--- src/rtl/cache_axi_bridge_if.sv ---
// AXI3/4 master-side bus carried by cache_axi_bridge.
// Groups the AR, R, AW, W and B channels. Fixed AXI fields (ids, burst,
// lock, cache, prot) and the rresp/bresp codes are handled at top level,
// so they do not appear here.
//   master : bridge side (drives AR/AW/W payloads and valids, rready, bready)
//   slave  : interconnect side
interface cache_axi_bridge_if;
    logic [31:0] araddr;
    logic [7:0]  arlen;
    logic [2:0]  arsize;
    logic        arvalid;
    logic        arready;

    logic [31:0] rdata;
    logic        rlast;
    logic        rvalid;
    logic        rready;

    logic [31:0] awaddr;
    logic [7:0]  awlen;
    logic [2:0]  awsize;
    logic        awvalid;
    logic        awready;

    logic [31:0] wdata;
    logic [3:0]  wstrb;
    logic        wlast;
    logic        wvalid;
    logic        wready;

    logic        bvalid;
    logic        bready;

    modport master (
        output araddr, arlen, arsize, arvalid,
        input  arready,
        input  rdata, rlast, rvalid,
        output rready,
        output awaddr, awlen, awsize, awvalid,
        input  awready,
        output wdata, wstrb, wlast, wvalid,
        input  wready,
        input  bvalid,
        output bready
    );

    modport slave (
        input  araddr, arlen, arsize, arvalid,
        output arready,
        output rdata, rlast, rvalid,
        input  rready,
        input  awaddr, awlen, awsize, awvalid,
        output awready,
        input  wdata, wstrb, wlast, wvalid,
        output wready,
        output bvalid,
        input  bready
    );
endinterface

--- src/rtl/cache_axi_bridge.sv ---
// Responder for the cache miss interface. Each accepted cache request becomes
// one AXI transaction; read beats are forwarded straight back to the cache,
// writes complete on the B response. One read and one write may be in flight.
// Ports:
//   clk, reset          clock, synchronous active-high reset
//   rd_req/rd_type/rd_addr, rd_rdy       cache read request and accept
//   ret_valid/ret_last/ret_data          read return beats to the cache
//   wr_req/wr_type/wr_addr/wr_wstrb/wr_data, wr_rdy  cache write request
//   axi                 AXI master channels (cache_axi_bridge_if.master)
// Type encoding: 000 byte, 001 half, 010 word, 100 line.
module cache_axi_bridge #(
    parameter int LINE_WORDS = 4
) (
    input  logic                    clk,
    input  logic                    reset,
    input  logic                    rd_req,
    input  logic [2:0]              rd_type,
    input  logic [31:0]             rd_addr,
    output logic                    rd_rdy,
    output logic                    ret_valid,
    output logic                    ret_last,
    output logic [31:0]             ret_data,
    input  logic                    wr_req,
    input  logic [2:0]              wr_type,
    input  logic [31:0]             wr_addr,
    input  logic [3:0]              wr_wstrb,
    input  logic [32*LINE_WORDS-1:0] wr_data,
    output logic                    wr_rdy,
    cache_axi_bridge_if.master      axi
);
    localparam int CW = (LINE_WORDS > 1) ? $clog2(LINE_WORDS) : 1;

    typedef enum logic [1:0] {R_IDLE, R_AR, R_DATA} r_state_t;
    typedef enum logic [1:0] {W_IDLE, W_AW, W_DATA, W_RESP} w_state_t;

    function automatic logic [7:0] len_of(input logic [2:0] t);
        return (t == 3'b100) ? 8'(LINE_WORDS - 1) : 8'd0;
    endfunction

    function automatic logic [2:0] size_of(input logic [2:0] t);
        case (t)
            3'b000:  return 3'd0;
            3'b001:  return 3'd1;
            default: return 3'd2;
        endcase
    endfunction

    r_state_t r_state;
    w_state_t w_state;

    logic [31:0]             ar_addr_q, aw_addr_q;
    logic [7:0]              ar_len_q, aw_len_q;
    logic [2:0]              ar_size_q, aw_size_q;
    logic [3:0]              w_strb_q;
    logic [32*LINE_WORDS-1:0] w_data_q;
    logic [CW-1:0]           w_cnt;
    logic                    ar_valid_q, r_ready_q;
    logic                    aw_valid_q, w_valid_q, b_ready_q;
    logic                    w_last;

    // Reads wait for the write side to drain so a refill never passes a
    // pending writeback to the same line.
    assign rd_rdy = !reset && (r_state == R_IDLE) && (w_state == W_IDLE);
    assign wr_rdy = !reset && (w_state == W_IDLE);

    always_ff @(posedge clk) begin
        if (reset) begin
            r_state    <= R_IDLE;
            ar_valid_q <= 1'b0;
            r_ready_q  <= 1'b0;
            ar_addr_q  <= '0;
            ar_len_q   <= '0;
            ar_size_q  <= '0;
        end else begin
            case (r_state)
                R_IDLE: if (rd_req && (w_state == W_IDLE)) begin
                    ar_addr_q  <= rd_addr;
                    ar_len_q   <= len_of(rd_type);
                    ar_size_q  <= size_of(rd_type);
                    ar_valid_q <= 1'b1;
                    r_state    <= R_AR;
                end
                R_AR: if (axi.arready) begin
                    ar_valid_q <= 1'b0;
                    r_ready_q  <= 1'b1;
                    r_state    <= R_DATA;
                end
                R_DATA: if (axi.rvalid && axi.rlast) begin
                    r_ready_q <= 1'b0;
                    r_state   <= R_IDLE;
                end
                default: r_state <= R_IDLE;
            endcase
        end
    end

    assign w_last = (w_cnt == aw_len_q[CW-1:0]);

    always_ff @(posedge clk) begin
        if (reset) begin
            w_state    <= W_IDLE;
            aw_valid_q <= 1'b0;
            w_valid_q  <= 1'b0;
            b_ready_q  <= 1'b0;
            w_cnt      <= '0;
            aw_addr_q  <= '0;
            aw_len_q   <= '0;
            aw_size_q  <= '0;
            w_strb_q   <= '0;
            w_data_q   <= '0;
        end else begin
            case (w_state)
                W_IDLE: if (wr_req) begin
                    aw_addr_q  <= wr_addr;
                    aw_len_q   <= len_of(wr_type);
                    aw_size_q  <= size_of(wr_type);
                    w_strb_q   <= (wr_type == 3'b100) ? 4'hf : wr_wstrb;
                    w_data_q   <= wr_data;
                    aw_valid_q <= 1'b1;
                    w_state    <= W_AW;
                end
                W_AW: if (axi.awready) begin
                    aw_valid_q <= 1'b0;
                    w_valid_q  <= 1'b1;
                    w_cnt      <= '0;
                    w_state    <= W_DATA;
                end
                W_DATA: if (axi.wready) begin
                    w_cnt <= w_cnt + 1'b1;
                    if (w_last) begin
                        w_valid_q <= 1'b0;
                        b_ready_q <= 1'b1;
                        w_state   <= W_RESP;
                    end
                end
                W_RESP: if (axi.bvalid) begin
                    b_ready_q <= 1'b0;
                    w_state   <= W_IDLE;
                end
                default: w_state <= W_IDLE;
            endcase
        end
    end

    // Handshake flags are registered alongside the state; masking with reset
    // keeps them low during the reset cycle itself, before the flops clear.
    assign axi.arvalid = ar_valid_q && !reset;
    assign axi.rready  = r_ready_q  && !reset;
    assign axi.awvalid = aw_valid_q && !reset;
    assign axi.wvalid  = w_valid_q  && !reset;
    assign axi.bready  = b_ready_q  && !reset;

    assign axi.araddr = ar_addr_q;
    assign axi.arlen  = ar_len_q;
    assign axi.arsize = ar_size_q;
    assign axi.awaddr = aw_addr_q;
    assign axi.awlen  = aw_len_q;
    assign axi.awsize = aw_size_q;
    assign axi.wdata  = w_data_q[32*w_cnt +: 32];
    assign axi.wstrb  = w_strb_q;
    assign axi.wlast  = w_last;

    assign ret_valid = axi.rvalid && axi.rready;
    assign ret_last  = ret_valid && axi.rlast;
    assign ret_data  = axi.rdata;
endmodule
--- src/flat_wrapper.sv ---
// flat-port wrapper written by rule: the top's interface ports become plain ports
module cache_axi_bridge_flat 
#(
    parameter int LINE_WORDS = 4
)
  (clk, reset, rd_req, rd_type, rd_addr, rd_rdy, ret_valid, ret_last, ret_data, wr_req, wr_type, wr_addr, wr_wstrb, wr_data, wr_rdy, axi_araddr, axi_arlen, axi_arsize, axi_arvalid, axi_arready, axi_rdata, axi_rlast, axi_rvalid, axi_rready, axi_awaddr, axi_awlen, axi_awsize, axi_awvalid, axi_awready, axi_wdata, axi_wstrb, axi_wlast, axi_wvalid, axi_wready, axi_bvalid, axi_bready);
  cache_axi_bridge_if axi_i ();
  input  logic clk;
  input  logic reset;
  input  logic rd_req;
  input  logic [2:0] rd_type;
  input  logic [31:0] rd_addr;
  output logic rd_rdy;
  output logic ret_valid;
  output logic ret_last;
  output logic [31:0] ret_data;
  input  logic wr_req;
  input  logic [2:0] wr_type;
  input  logic [31:0] wr_addr;
  input  logic [3:0] wr_wstrb;
  input  logic [32*LINE_WORDS-1:0] wr_data;
  output logic wr_rdy;
  output wire logic [$bits(axi_i.araddr)-1:0] axi_araddr;
  output wire logic [$bits(axi_i.arlen)-1:0] axi_arlen;
  output wire logic [$bits(axi_i.arsize)-1:0] axi_arsize;
  output wire logic [$bits(axi_i.arvalid)-1:0] axi_arvalid;
  input wire logic [$bits(axi_i.arready)-1:0] axi_arready;
  input wire logic [$bits(axi_i.rdata)-1:0] axi_rdata;
  input wire logic [$bits(axi_i.rlast)-1:0] axi_rlast;
  input wire logic [$bits(axi_i.rvalid)-1:0] axi_rvalid;
  output wire logic [$bits(axi_i.rready)-1:0] axi_rready;
  output wire logic [$bits(axi_i.awaddr)-1:0] axi_awaddr;
  output wire logic [$bits(axi_i.awlen)-1:0] axi_awlen;
  output wire logic [$bits(axi_i.awsize)-1:0] axi_awsize;
  output wire logic [$bits(axi_i.awvalid)-1:0] axi_awvalid;
  input wire logic [$bits(axi_i.awready)-1:0] axi_awready;
  output wire logic [$bits(axi_i.wdata)-1:0] axi_wdata;
  output wire logic [$bits(axi_i.wstrb)-1:0] axi_wstrb;
  output wire logic [$bits(axi_i.wlast)-1:0] axi_wlast;
  output wire logic [$bits(axi_i.wvalid)-1:0] axi_wvalid;
  input wire logic [$bits(axi_i.wready)-1:0] axi_wready;
  input wire logic [$bits(axi_i.bvalid)-1:0] axi_bvalid;
  output wire logic [$bits(axi_i.bready)-1:0] axi_bready;
  assign axi_araddr = axi_i.araddr;
  assign axi_arlen = axi_i.arlen;
  assign axi_arsize = axi_i.arsize;
  assign axi_arvalid = axi_i.arvalid;
  assign axi_i.arready = axi_arready;
  assign axi_i.rdata = axi_rdata;
  assign axi_i.rlast = axi_rlast;
  assign axi_i.rvalid = axi_rvalid;
  assign axi_rready = axi_i.rready;
  assign axi_awaddr = axi_i.awaddr;
  assign axi_awlen = axi_i.awlen;
  assign axi_awsize = axi_i.awsize;
  assign axi_awvalid = axi_i.awvalid;
  assign axi_i.awready = axi_awready;
  assign axi_wdata = axi_i.wdata;
  assign axi_wstrb = axi_i.wstrb;
  assign axi_wlast = axi_i.wlast;
  assign axi_wvalid = axi_i.wvalid;
  assign axi_i.wready = axi_wready;
  assign axi_i.bvalid = axi_bvalid;
  assign axi_bready = axi_i.bready;
  cache_axi_bridge #(.LINE_WORDS(LINE_WORDS)) u_core (.clk(clk), .reset(reset), .rd_req(rd_req), .rd_type(rd_type), .rd_addr(rd_addr), .rd_rdy(rd_rdy), .ret_valid(ret_valid), .ret_last(ret_last), .ret_data(ret_data), .wr_req(wr_req), .wr_type(wr_type), .wr_addr(wr_addr), .wr_wstrb(wr_wstrb), .wr_data(wr_data), .wr_rdy(wr_rdy), .axi(axi_i));
endmodule
--- config.mk ---
export PLATFORM = sky130hd
export DESIGN_NAME = cache_axi_bridge_flat
export DESIGN_NICKNAME = d
export VERILOG_FILES = /design/src/rtl/cache_axi_bridge_if.sv /design/src/rtl/cache_axi_bridge.sv /design/src/flat_wrapper.sv
export SDC_FILE = /design/constraint.sdc
export NUM_CORES = 1
export LEC_CHECK = 0
export CORE_AREA = 5 5 155 157
export CTS_CLUSTER_DIAMETER = 120
export DETAILED_ROUTE_END_ITERATION = 8
export DIE_AREA = 0 0 160 162
export GPL_TIMING_DRIVEN = 0
export PLACE_DENSITY_LB_ADDON = 0.08
export SYNTH_ARGS = -nofsm -noshare
export SYNTH_HDL_FRONTEND = slang
export SYNTH_SLANG_ARGS = --single-unit
--- constraint.sdc ---
create_clock -name clk -period 5.85 [get_ports clk]
set_clock_uncertainty 0.15 [all_clocks]
set_input_delay 1.17 -clock clk [delete_from_list [all_inputs] [get_ports clk]]
set_output_delay 1.17 -clock clk [all_outputs]
set_load 0.05 [all_outputs]
==> key figures <==
Detailed routing
  – Via total after detailed routing: 8,546
  – Routed length per placed instance: 18.28 um
  – Vias per cell: 4.864
  – DR iter-0 viols: 388
  – DRT Pass-1 Iters: 4
  – Post-Route WL: 32,120 um
  – DRC Markers: 0
  – Detail Route Antenna Nets: 0

STA
  – Final hold viol count: 0
  – Final Setup Violations: 0
  – Clock period minus worst slack: 4130 ps
  – Rel. slew slack: 0.4936
  – Final Cycle Share: 0.7061
  – Final worst slack: 1720 ps
  – TNS Setup: 0 ps
  – Slew Limit Fails: 0
  – Unrepaired setup endpoints after global routing: false
  – Max Freq: 242.1 MHz
  – Hold slack: 301.1 ps
  – Slew @ Worst Pin: 759.7 ps

Setup path
  – Slowest CP cell: clkdlybuf4s50_1
  – Kind of end point of the critical path: primary output
  – Crit Path Max Fanout: 10
  – R2R Setup Slk: 3280 ps
  – Worst Path Required: 4530 ps
  – CP startpoint kind: input port
  – CP cell instances: clkbuf_1 -> clkbuf_1 -> nor4b_1 -> clkdlybuf4s50_1
  – WP data arrival: 2810 ps
  – Max incr delay on CP: 860 ps
  – CP dominant cell by count: clkbuf_1
  – CP Class: input port to primary output

Pwr
  – Peak supply drop: 0.2703 mV
  – Pwr Density: 417.0 nW/um^2
  – Lkg Pwr: 5.182 nW

Yosys
  – Compound-Gate Fraction of Synth Area: 0.1277
  – Largest family of logic cells by synthesized area: simple AND/OR/NAND/NOR gates
  – Synth cell types: 41
  – Number of synthesized register bits: 213
  – Yosys Warn Count: 0
  – Netlist Area Pre-Place: 8758 um^2
  – Mux share of post-synthesis cell area: 0.08471
  – Syn_area_per_cell: 8.302 um^2
  – Synth async-reset ratio: 0
  – Largest cells by area after synthesis: dfxtp_1 (49%), nand2_1 (17%), a21oi_1 (12%)
  – Synth area leader: dfxtp_1
  – Synth top area share: 0.4869
  – Sequential share of the synthesized area: 0.4869
  – Cells after Synth: 1,055
  – Synth Area in XOR/XNOR: 0
  – Simple-gate portion of the synthesized area: 0.2083
  – Synth Flop Type: dfxtp_1
  – Number of synthesized flops with an enable pin: 0
  – Adder-Cell Fraction of Synth Area: 0.008571

Place
  – GPL Wtd Cong: 0.8786
  – Port Buffers: 360
  – Dpl ws: 1680 ps
  – Placed insts: 1,713
  – Hpwl dp: 23,950 um

Finish
  – P&R area growth vs syn: 55.39%
  – Nets: 1,704
  – Post-route insts no fill: 1,757
  – Fraction of layout instances using a drive strength above 1: 0.1128

Clock tree
  – Sink Count: 213
  – Max clock buf depth: 3
  – Root Driver: clkbuf_16
  – Worst-skew pair later-pin latency: 510 ps
  – H-Tree Depth: 1
  – Hold Buf Count CTS: 0
  – Clock buffer count from CTS: 24
  – Setup Fix Bufs, Post-CTS: 0
  – CTS tree: yes
  – Post-cts resize count: 0
  – CTS clk-pin slew, worst paths: 60 ps

Global route
  – Largest net degree at the start of global routing: 13
  – First-pass GRT wire length: 48,240 um
  – GRT overflow: 0
  – Number of global-route vias before repair: 8,489
  – Initial antenna violation count: 1
  – Total global-route track usage: 0.2347

Die
  – Die area: 25,920 um^2
  – Die span in x: 160 um
  – Initial Util: 0.3916
  – Core area: 22,370 um^2
  – Die Span Y: 162 um
  – I/O pins: 408
  – Row Count: 55

Job
  – Max cap viols: 0

Status
  – Run status: completed

Min path
  – Hold Path Class: register to register
[layout make-up]
cell class	instances	area, um^2
clock buffers	38	764.5
inverters	7	26.28
multi-input cells	723	3812
flip-flops and latches	213	4264
plain buffers	125	704.4
clock inverters	5	75.07
repair buffers	360	3603
well taps	285	356.6
diodes	1	2.502
fillers	2010	8756
[cell usage in the layout (no fill, tap or decap), types with 3 or more instances in the layout]
cell type,instances
a21oi_1,202
buf_1,7
buf_2,38
buf_4,48
clkbuf_1,35
clkbuf_16,25
clkbuf_8,9
clkdlybuf4s50_1,360
clkinv_2,3
conb_1,14
dfxtp_1,213
ha_1,6
inv_1,7
mux4_2,32
nand2_1,391
nand3_1,3
nand3b_1,3
nor2_1,19
nor2b_1,9
nor3_1,10
o21ai_0,6
o21ai_1,3
[worst max-delay path: cells and delay by family]
| family | cells | cell delay [ps] |
|---|---|---|
| buf+inv | 3 | 1340 |
| simple gates | 1 | 300 |
[stage by stage]
step	power (mW)	util	area [um^2]
global placement	4.114	0.5709	12770
finish	5.675	0.6085	13610
CTS	5.720	0.6084	13610
global route	5.963	0.6084	13610
detailed placement	4.136	0.5709	12770
floorplan	3.320	-	8807
[synth_stat cells (all sizes together), types with 2 or more instances]
cell type  count
nand2        391
dfxtp        213
a21oi        202
buf           94
mux4          32
clkbuf        31
nor2          19
nor3          12
nor2b         10
o21ai          9
inv            7
ha             6
nand3          3
nand3b         3
and2           2
and3           2
o41ai          2
or3            2
or4            2
[worst paths after layout]
check	from	endpoint	cells past startpoint
max	reset	rd_rdy	4
min	u_core.w_data_q[35]$_SDFFE_PP0P_	u_core.w_data_q[35]$_SDFFE_PP0P_	2
max reg2reg	u_core.w_state[0]$_SDFFE_PP0P_	u_core.w_data_q[16]$_SDFFE_PP0P_	7
min reg2reg	u_core.w_data_q[35]$_SDFFE_PP0P_	u_core.w_data_q[35]$_SDFFE_PP0P_	2
[sequential cells by signal (all words and copies together), names as in the netlist]
| name | cells |
|---|---|
| u_core.ar_valid_q | 1 |
| u_core.aw_valid_q | 1 |
| u_core.axi.araddr | 32 |
| u_core.axi.arlen | 1 |
| u_core.axi.arsize | 2 |
| u_core.axi.awaddr | 32 |
| u_core.axi.awlen | 1 |
| u_core.axi.awsize | 2 |
| u_core.axi.wstrb | 4 |
| u_core.b_ready_q | 1 |
| u_core.r_ready_q | 1 |
| u_core.r_state | 2 |
| u_core.w_cnt | 2 |
| u_core.w_data_q | 128 |
| u_core.w_state | 2 |
| u_core.w_valid_q | 1 |
[logic make-up after synthesis]
group                    Yosys count
other                              1
buffers and inverters            132
multiplexers                      34
AO/OA/AOI/OAI                    218
flip-flops                       213
AND/OR/NAND/NOR                  451
adder cells (fa/ha/maj)            6
[power breakdown]
group          internal, mW  total [mW]  leakage, nW  switching, mW
clock                 0.979        1.57        0.418          0.595
combinational         0.792        2.24         3.02           1.44
sequential             1.72        1.86         1.75          0.141
total                  3.49        5.67         5.18           2.18
[layer usage]
layer / GRT usage / part of all wire / wire (um)
met1: 0.2787 / 0.39 / 12680
met2: 0.4114 / 0.49 / 15650
met3: 0.07891 / 0.096 / 3089
met4: 0.05710 / 0.022 / 701
met5: 0 / 0 / 0
No activity file was read; power rests on OpenSTA's default activity.
